**src/rtl/rvc_ifu_prefetch_pkg.sv**
```systemverilog
// Shared constants and types for the rvc instruction prefetch unit.
// A fetch entry pairs an instruction word with the PC it was fetched from.
package rvc_ifu_prefetch_pkg;

    localparam logic [31:0] RVC_RESET_PC    = 32'h0000_0000;
    localparam int          RVC_FETCH_DEPTH = 4;

    typedef struct packed {
        logic [31:0] Pc;
        logic [31:0] Inst;
    } t_fetch_entry;

    function automatic logic [31:0] align_word(input logic [31:0] addr);
        return {addr[31:2], 2'b00};
    endfunction

endpackage

```
**src/rtl/rvc_sync_fifo.sv**
```systemverilog
// Generic DEPTH x WIDTH synchronous FIFO with a combinational head read.
// Flush has priority over push and pop; DEPTH must be a power of two.
module rvc_sync_fifo #(
    parameter int DEPTH = 4,
    parameter int WIDTH = 64
) (
    input  logic                       i_clk,
    input  logic                       i_rst,
    input  logic                       i_push,
    input  logic                       i_pop,
    input  logic                       i_flush,
    input  logic [WIDTH-1:0]           i_data,
    output logic [WIDTH-1:0]           o_head,
    output logic [$clog2(DEPTH):0]     o_count,
    output logic                       o_full,
    output logic                       o_empty
);

    localparam int AW = $clog2(DEPTH);
    localparam int CW = AW + 1;

    logic [WIDTH-1:0] r_mem [DEPTH];
    logic [AW-1:0]    r_wr_ptr;
    logic [AW-1:0]    r_rd_ptr;
    logic [CW-1:0]    r_count;
    logic             w_do_push;
    logic             w_do_pop;

    assign o_full    = (r_count == CW'(DEPTH));
    assign o_empty   = (r_count == '0);
    assign o_count   = r_count;
    assign o_head    = r_mem[r_rd_ptr];

    assign w_do_pop  = i_pop && !o_empty;
    // A push into a full FIFO is only legal when a pop frees the slot at the same edge.
    assign w_do_push = i_push && (!o_full || w_do_pop);

    always_ff @(posedge i_clk) begin
        if (i_rst || i_flush) begin
            r_wr_ptr <= '0;
            r_rd_ptr <= '0;
            r_count  <= '0;
        end else begin
            if (w_do_push) begin
                r_wr_ptr <= r_wr_ptr + AW'(1);
            end
            if (w_do_pop) begin
                r_rd_ptr <= r_rd_ptr + AW'(1);
            end
            case ({w_do_push, w_do_pop})
                2'b10:   r_count <= r_count + CW'(1);
                2'b01:   r_count <= r_count - CW'(1);
                default: r_count <= r_count;
            endcase
        end
    end

    always_ff @(posedge i_clk) begin
        if (w_do_push) begin
            r_mem[r_wr_ptr] <= i_data;
        end
    end

endmodule

```
**src/rtl/rvc_ifu_prefetch.sv**
```systemverilog
// Instruction prefetch: owns the fetch PC, issues sequential I_MEM reads
// and queues returned words with their PCs for the core's decode stage.
module rvc_ifu_prefetch
    import rvc_ifu_prefetch_pkg::*;
#(
    parameter int          DEPTH    = RVC_FETCH_DEPTH,
    parameter logic [31:0] RESET_PC = RVC_RESET_PC
) (
    input  logic        Clock,
    input  logic        Rst,
    output logic        IMemRdEn,
    output logic [31:0] IMemAddr,
    input  logic [31:0] IMemRdData,
    output logic        InstValid,
    output logic [31:0] Instruction,
    output logic [31:0] InstPc,
    input  logic        InstReady,
    input  logic        Redirect,
    input  logic [31:0] RedirectPc
);

    localparam int CW = $clog2(DEPTH) + 1;

    logic [31:0]    r_fetch_pc;
    logic [31:0]    r_req_pc;
    logic           r_inflight;
    logic           r_kill;
    t_fetch_entry   r_hold;

    t_fetch_entry   w_push_entry;
    t_fetch_entry   w_head;
    logic [CW-1:0]  w_count;
    logic           w_full;
    logic           w_empty;
    logic [CW:0]    w_occupancy;
    logic           w_credit_ok;
    logic           w_issue;
    logic           w_push;
    logic           w_pop;

    // Reserve a slot for the read still in flight; a same-cycle pop earns no credit.
    assign w_occupancy = {1'b0, w_count} + {{CW{1'b0}}, r_inflight};
    assign w_credit_ok = (w_occupancy < (CW+1)'(DEPTH));
    assign w_issue     = !Rst && !Redirect && !w_full && w_credit_ok;

    assign IMemRdEn    = w_issue;
    assign IMemAddr    = r_fetch_pc;

    assign w_push_entry.Pc   = r_req_pc;
    assign w_push_entry.Inst = IMemRdData;
    assign w_push      = r_inflight && !r_kill;
    assign w_pop       = InstValid && InstReady;

    assign InstValid   = !w_empty;
    assign Instruction = w_empty ? r_hold.Inst : w_head.Inst;
    assign InstPc      = w_empty ? r_hold.Pc   : w_head.Pc;

    rvc_sync_fifo #(
        .DEPTH (DEPTH),
        .WIDTH ($bits(t_fetch_entry))
    ) u_fifo (
        .i_clk   (Clock),
        .i_rst   (Rst),
        .i_push  (w_push),
        .i_pop   (w_pop),
        .i_flush (Redirect),
        .i_data  (w_push_entry),
        .o_head  (w_head),
        .o_count (w_count),
        .o_full  (w_full),
        .o_empty (w_empty)
    );

    always_ff @(posedge Clock) begin
        if (Rst) begin
            r_fetch_pc <= RESET_PC;
            r_inflight <= 1'b0;
            r_kill     <= 1'b0;
        end else if (Redirect) begin
            r_fetch_pc <= align_word(RedirectPc);
            r_inflight <= w_issue;
            r_kill     <= w_issue;
        end else begin
            r_inflight <= w_issue;
            r_kill     <= 1'b0;
            if (w_issue) begin
                r_fetch_pc <= r_fetch_pc + 32'd4;
            end
        end
    end

    always_ff @(posedge Clock) begin
        if (w_issue) begin
            r_req_pc <= r_fetch_pc;
        end
    end

    // Keeps the data outputs steady once the FIFO drains.
    always_ff @(posedge Clock) begin
        if (Rst) begin
            r_hold <= '0;
        end else if (!w_empty) begin
            r_hold <= w_head;
        end
    end

endmodule

```
**config.mk**
```make
export PLATFORM = sky130hd
export DESIGN_NAME = rvc_ifu_prefetch
export DESIGN_NICKNAME = d
export VERILOG_FILES = /design/src/rtl/rvc_ifu_prefetch_pkg.sv /design/src/rtl/rvc_sync_fifo.sv /design/src/rtl/rvc_ifu_prefetch.sv
export SDC_FILE = /design/constraint.sdc
export NUM_CORES = 1
export LEC_CHECK = 0
export ABC_AREA = 1
export ABC_CLOCK_PERIOD_IN_PS = 9470
export BUFFER_PORTS_ARGS = -buffer_cell sky130_fd_sc_hd__buf_2
export CAP_MARGIN = 20
export CORE_MARGIN = 1
export CORE_UTILIZATION = 45
export CTS_CLUSTER_SIZE = 25
export DETAILED_ROUTE_END_ITERATION = 6
export GPL_ROUTABILITY_DRIVEN = 0
export GPL_TIMING_DRIVEN = 0
export PLACE_DENSITY = 0.72
export SETUP_SLACK_MARGIN = 0.15
export SKIP_CTS_REPAIR_TIMING = 1
export SKIP_LAST_GASP = 1
export SYNTH_ARGS = -nofsm -noshare
export SYNTH_HDL_FRONTEND = slang
export SYNTH_SLANG_ARGS = --single-unit
export TNS_END_PERCENT = 100
```
**constraint.sdc**
```tcl
create_clock -name Clock -period 9.47 [get_ports Clock]
set_input_delay 0.947 -clock Clock [delete_from_list [all_inputs] [get_ports Clock]]
set_output_delay 0.947 -clock Clock [all_outputs]
set_load 0.1 [all_outputs]
```
==> metrics.md <==
| Metric | Value |
|---|---|
| Core box area | 32900 µm² |
| Area Growth Syn to Fin | 18.6% |
| Wire length per cell | 17.0 µm |
| Layout Utilization | 54.9% |
| Via Count | 11200 |
| Crit path max-delay family | buffers and inverters |
| I/O Pins | 166 |
| Sum of negative setup slack | 0 ns |
| CP max FO | 40 |
| Clock sinks | 381 |
| Final instance area | 18000 µm² |
| EDFF count, synth | 278 |
| Cells on worst reg2reg path | 6 |
| Clk buf depth | 3 |
| Clk_lat worst skew | 0.52 ns |
| Fmax | 270 MHz |
| Number of synthesized register bits | 381 |
| Final min period | 3.70 ns |
| Yosys top cell area share | 54.9% |
| Worst path slowest cell | buf_2 |
| Tot Pwr | 3.85 mW |
| CP required | 8.52 ns |
| Clock Skews | 0.0226 ns |
| Post-DP HPWL | 24100 µm |
| CP endpoint kind | primary output |
| Vias per Instance | 5.21 |
| Worst Hold Class | reg -> reg |
| CTS buffer count | 39 |
| Largest cells by area after synthesis | edfxtp_1 (55%), dfxtp_1 (14%), nand2_1 (7.5%) |
| Register area share after synthesis | 68.4% |
| First-pass GRT wire length | 56100 µm |
| Level count of the clock H-tree | 2 |
| Clock-pin slew on the worst setup and hold paths | 0.06 ns |
| Initial drt markers | 992 |
| Hold Path End | r_hold[34] |
| Critical-path cell list | buf_2 > nor2_4 > nand3_4 > inv_2 > buf_4 > buf_2 |
| Max-capacitance violation count | 0 |
| Initial antenna violation count | 0 |
| Library cells used by synthesis | 33 |
| VDD IR max | 0.120 mV |
| Pin count of the biggest net entering global routing | 41 |
| Worst Setup Start Kind | input port |
| Ys flop type | edfxtp_1 |
| Worst hold path startpoint | r_hold[34] |
| Final WL | 36400 µm |
| Most used cell, CP | buf_2 |
| Chip height | 186 µm |
| Post-Syn Instances | 1464 |
| FF-to-FF End | u_fifo.r_mem[3][7] |
| Status | finished, final reports clean |
| Async set or reset register ratio after synthesis | 0% |
| Final setup vio count | 0 |
| Drc violations | 0 |
| Final net count | 1749 |
| Max-slew violations | 0 |
| Area of the mapped netlist | 15200 µm² |
| CP Buf/Inv Count | 4 |
| Tot GR Track Use | 21.3% |
| Worst hold slack | 0.470 ns |
| CP Class | in -> out |
| Synth area leader | edfxtp_1 |
| FP Rows | 66 |
| Share of cells above drive strength 1 | 17.0% |
| Routed Antenna Nets | 0 |
| Register-to-register setup slack | 6.92 ns |
| Slowest Stage Delay on Critical Path | 0.53 ns |
| Placed instance area | 16800 µm² |
| Antenna Cells | 0 |
| Die span in x | 186 µm |
| Period Utilization, post-route | 39.1% |
| IO Port Bufs | 158 |
| Critical Path AT | 2.76 ns |
| Slew HR | 39.8% |
| Worst Tran Pin Value | 0.903 ns |
| P_leak | 6.94 nW |
| RSZ-0062 raised after global routing | no |
| TritonRoute pass-1 iters | 5 |
| Power Density | 214 nW/µm² |
| Syn_area_per_cell | 10.4 µm² |
| WHS Path Cells | 2 |
| Starting Density | 46.3% |
| Vias in the first global route | 10400 |
| R2r startpoint | u_fifo.o_count[1] |
| Die ar. | 34600 µm² |
| GRT overflow | 0 |
| CTS tree | built |
| Synth Warn # | 0 |
| Final hold vios | 0 |
| Root Driver | clkbuf_16 |
-- worst max path at each step --
stage                         start  cells after the start                  end
final                      Redirect                      6             IMemRdEn
after global placement    InstReady                      5  u_fifo.r_mem[3][24]
after CTS                  Redirect                      6             IMemRdEn
after floorplan           InstReady                      4   u_fifo.r_mem[0][0]
after global routing       Redirect                      6             IMemRdEn
after detailed placement   Redirect                      6             IMemRdEn
-- flip-flops by register name, summed over array words and instances (netlist names), named ones only --
signal           cells
r_req_pc            30
u_fifo.r_wr_ptr      2
u_fifo.r_rd_ptr      2
r_hold              62
IMemAddr            30
u_fifo.o_count       3
r_inflight           1
r_kill               1
u_fifo.r_mem       248
-- synthesized netlist by cell type (2+ instances only) --
library cell and count:
ha_1 5, nor2_2 7, nor2_1 228, edfxtp_1 278, nand2_1 306, inv_2 4
nand3_1 39, nor2_4 2, buf_2 12, o21ai_0 172, o21ai_1 52, buf_1 6
nand2_2 4, dfxtp_1 103, xnor2_1 2, buf_4 22, clkbuf_1 30, a21oi_1 95
nand4_1 2, inv_1 76, buf_6 3, a31oi_1 5
-- routing by layer --
layer | vias up | routed length, µm | global-route usage, %
li1 | 5398 | - | -
met1 | 5258 | 15300 | 28.7
met2 | 460 | 17500 | 35.2
met3 | 62 | 2660 | 2.93
met4 | 0 | 936 | 7.25
met5 | - | 0 | 0
-- power by group --
group / internal, mW / switching, mW
sequential: 1.83 / 0.0305
clock: 0.901 / 0.618
combinational: 0.0798 / 0.393
total: 2.81 / 1.04
-- cells by family (layout without fill, tap and decap cells) --
logic type | Yosys count | in the layout | synth area share [%]
other | 1 | 5 | 0.0246
AND/OR/NAND/NOR | 592 | 592 | 15.4
AO/OA/AOI/OAI | 328 | 328 | 10.9
adder cells (fa/ha/maj) | 6 | 6 | 0.543
XOR/XNOR | 3 | 3 | 0.173
buffers and inverters | 153 | 389 | 4.56
flip-flops | 381 | 381 | 68.4
-- worst reg2reg max path, stage by stage (launching register included) --
cell	delay, ns
dfxtp_1	0.38
nor2_1	0.09
a31oi_1	0.32
inv_1	0.30
nor2_4	0.66
buf_12	0.28
buf_12	0.21
-- cells in the final DEF (no fill, tap or decap), types with 3 or more instances in the layout --
master / instances
edfxtp_1: 278
nand2_2: 4
clkbuf_16: 39
buf_2: 170
clkbuf_8: 4
clkinvlp_4: 5
conb_1: 5
nand2_1: 306
buf_4: 22
clkbuf_1: 34
bufinv_16: 4
nor2_1: 224
inv_2: 4
a31oi_1: 5
o21ai_1: 52
nor2_4: 6
nand3_1: 39
buf_6: 3
a21oi_1: 95
nor2_2: 7
o21ai_0: 172
inv_1: 76
buf_12: 8
buf_1: 6
dfxtp_1: 103
ha_1: 5
clkinv_2: 9
-- metrics by stage --
step	std cells	worst slack [ns]
3_5_place_dp	2076	5.73
3_3_place_gp	2068	2.58
2_1_floorplan	1468	4.93
5_1_grt	2146	5.66
6_report	2146	5.77
4_1_cts	2146	5.74
-- layout make-up --
class / count / area, µm²
fillers: 2874 / 14800
flip-flops and latches: 381 / 10400
multi-input cells: 934 / 4160
clock buffers: 47 / 1050
repair buffers: 166 / 951
well taps: 442 / 553
plain buffers: 73 / 394
inverters: 80 / 300
clock inverters: 23 / 236
(Power assumes the default switching activity.)
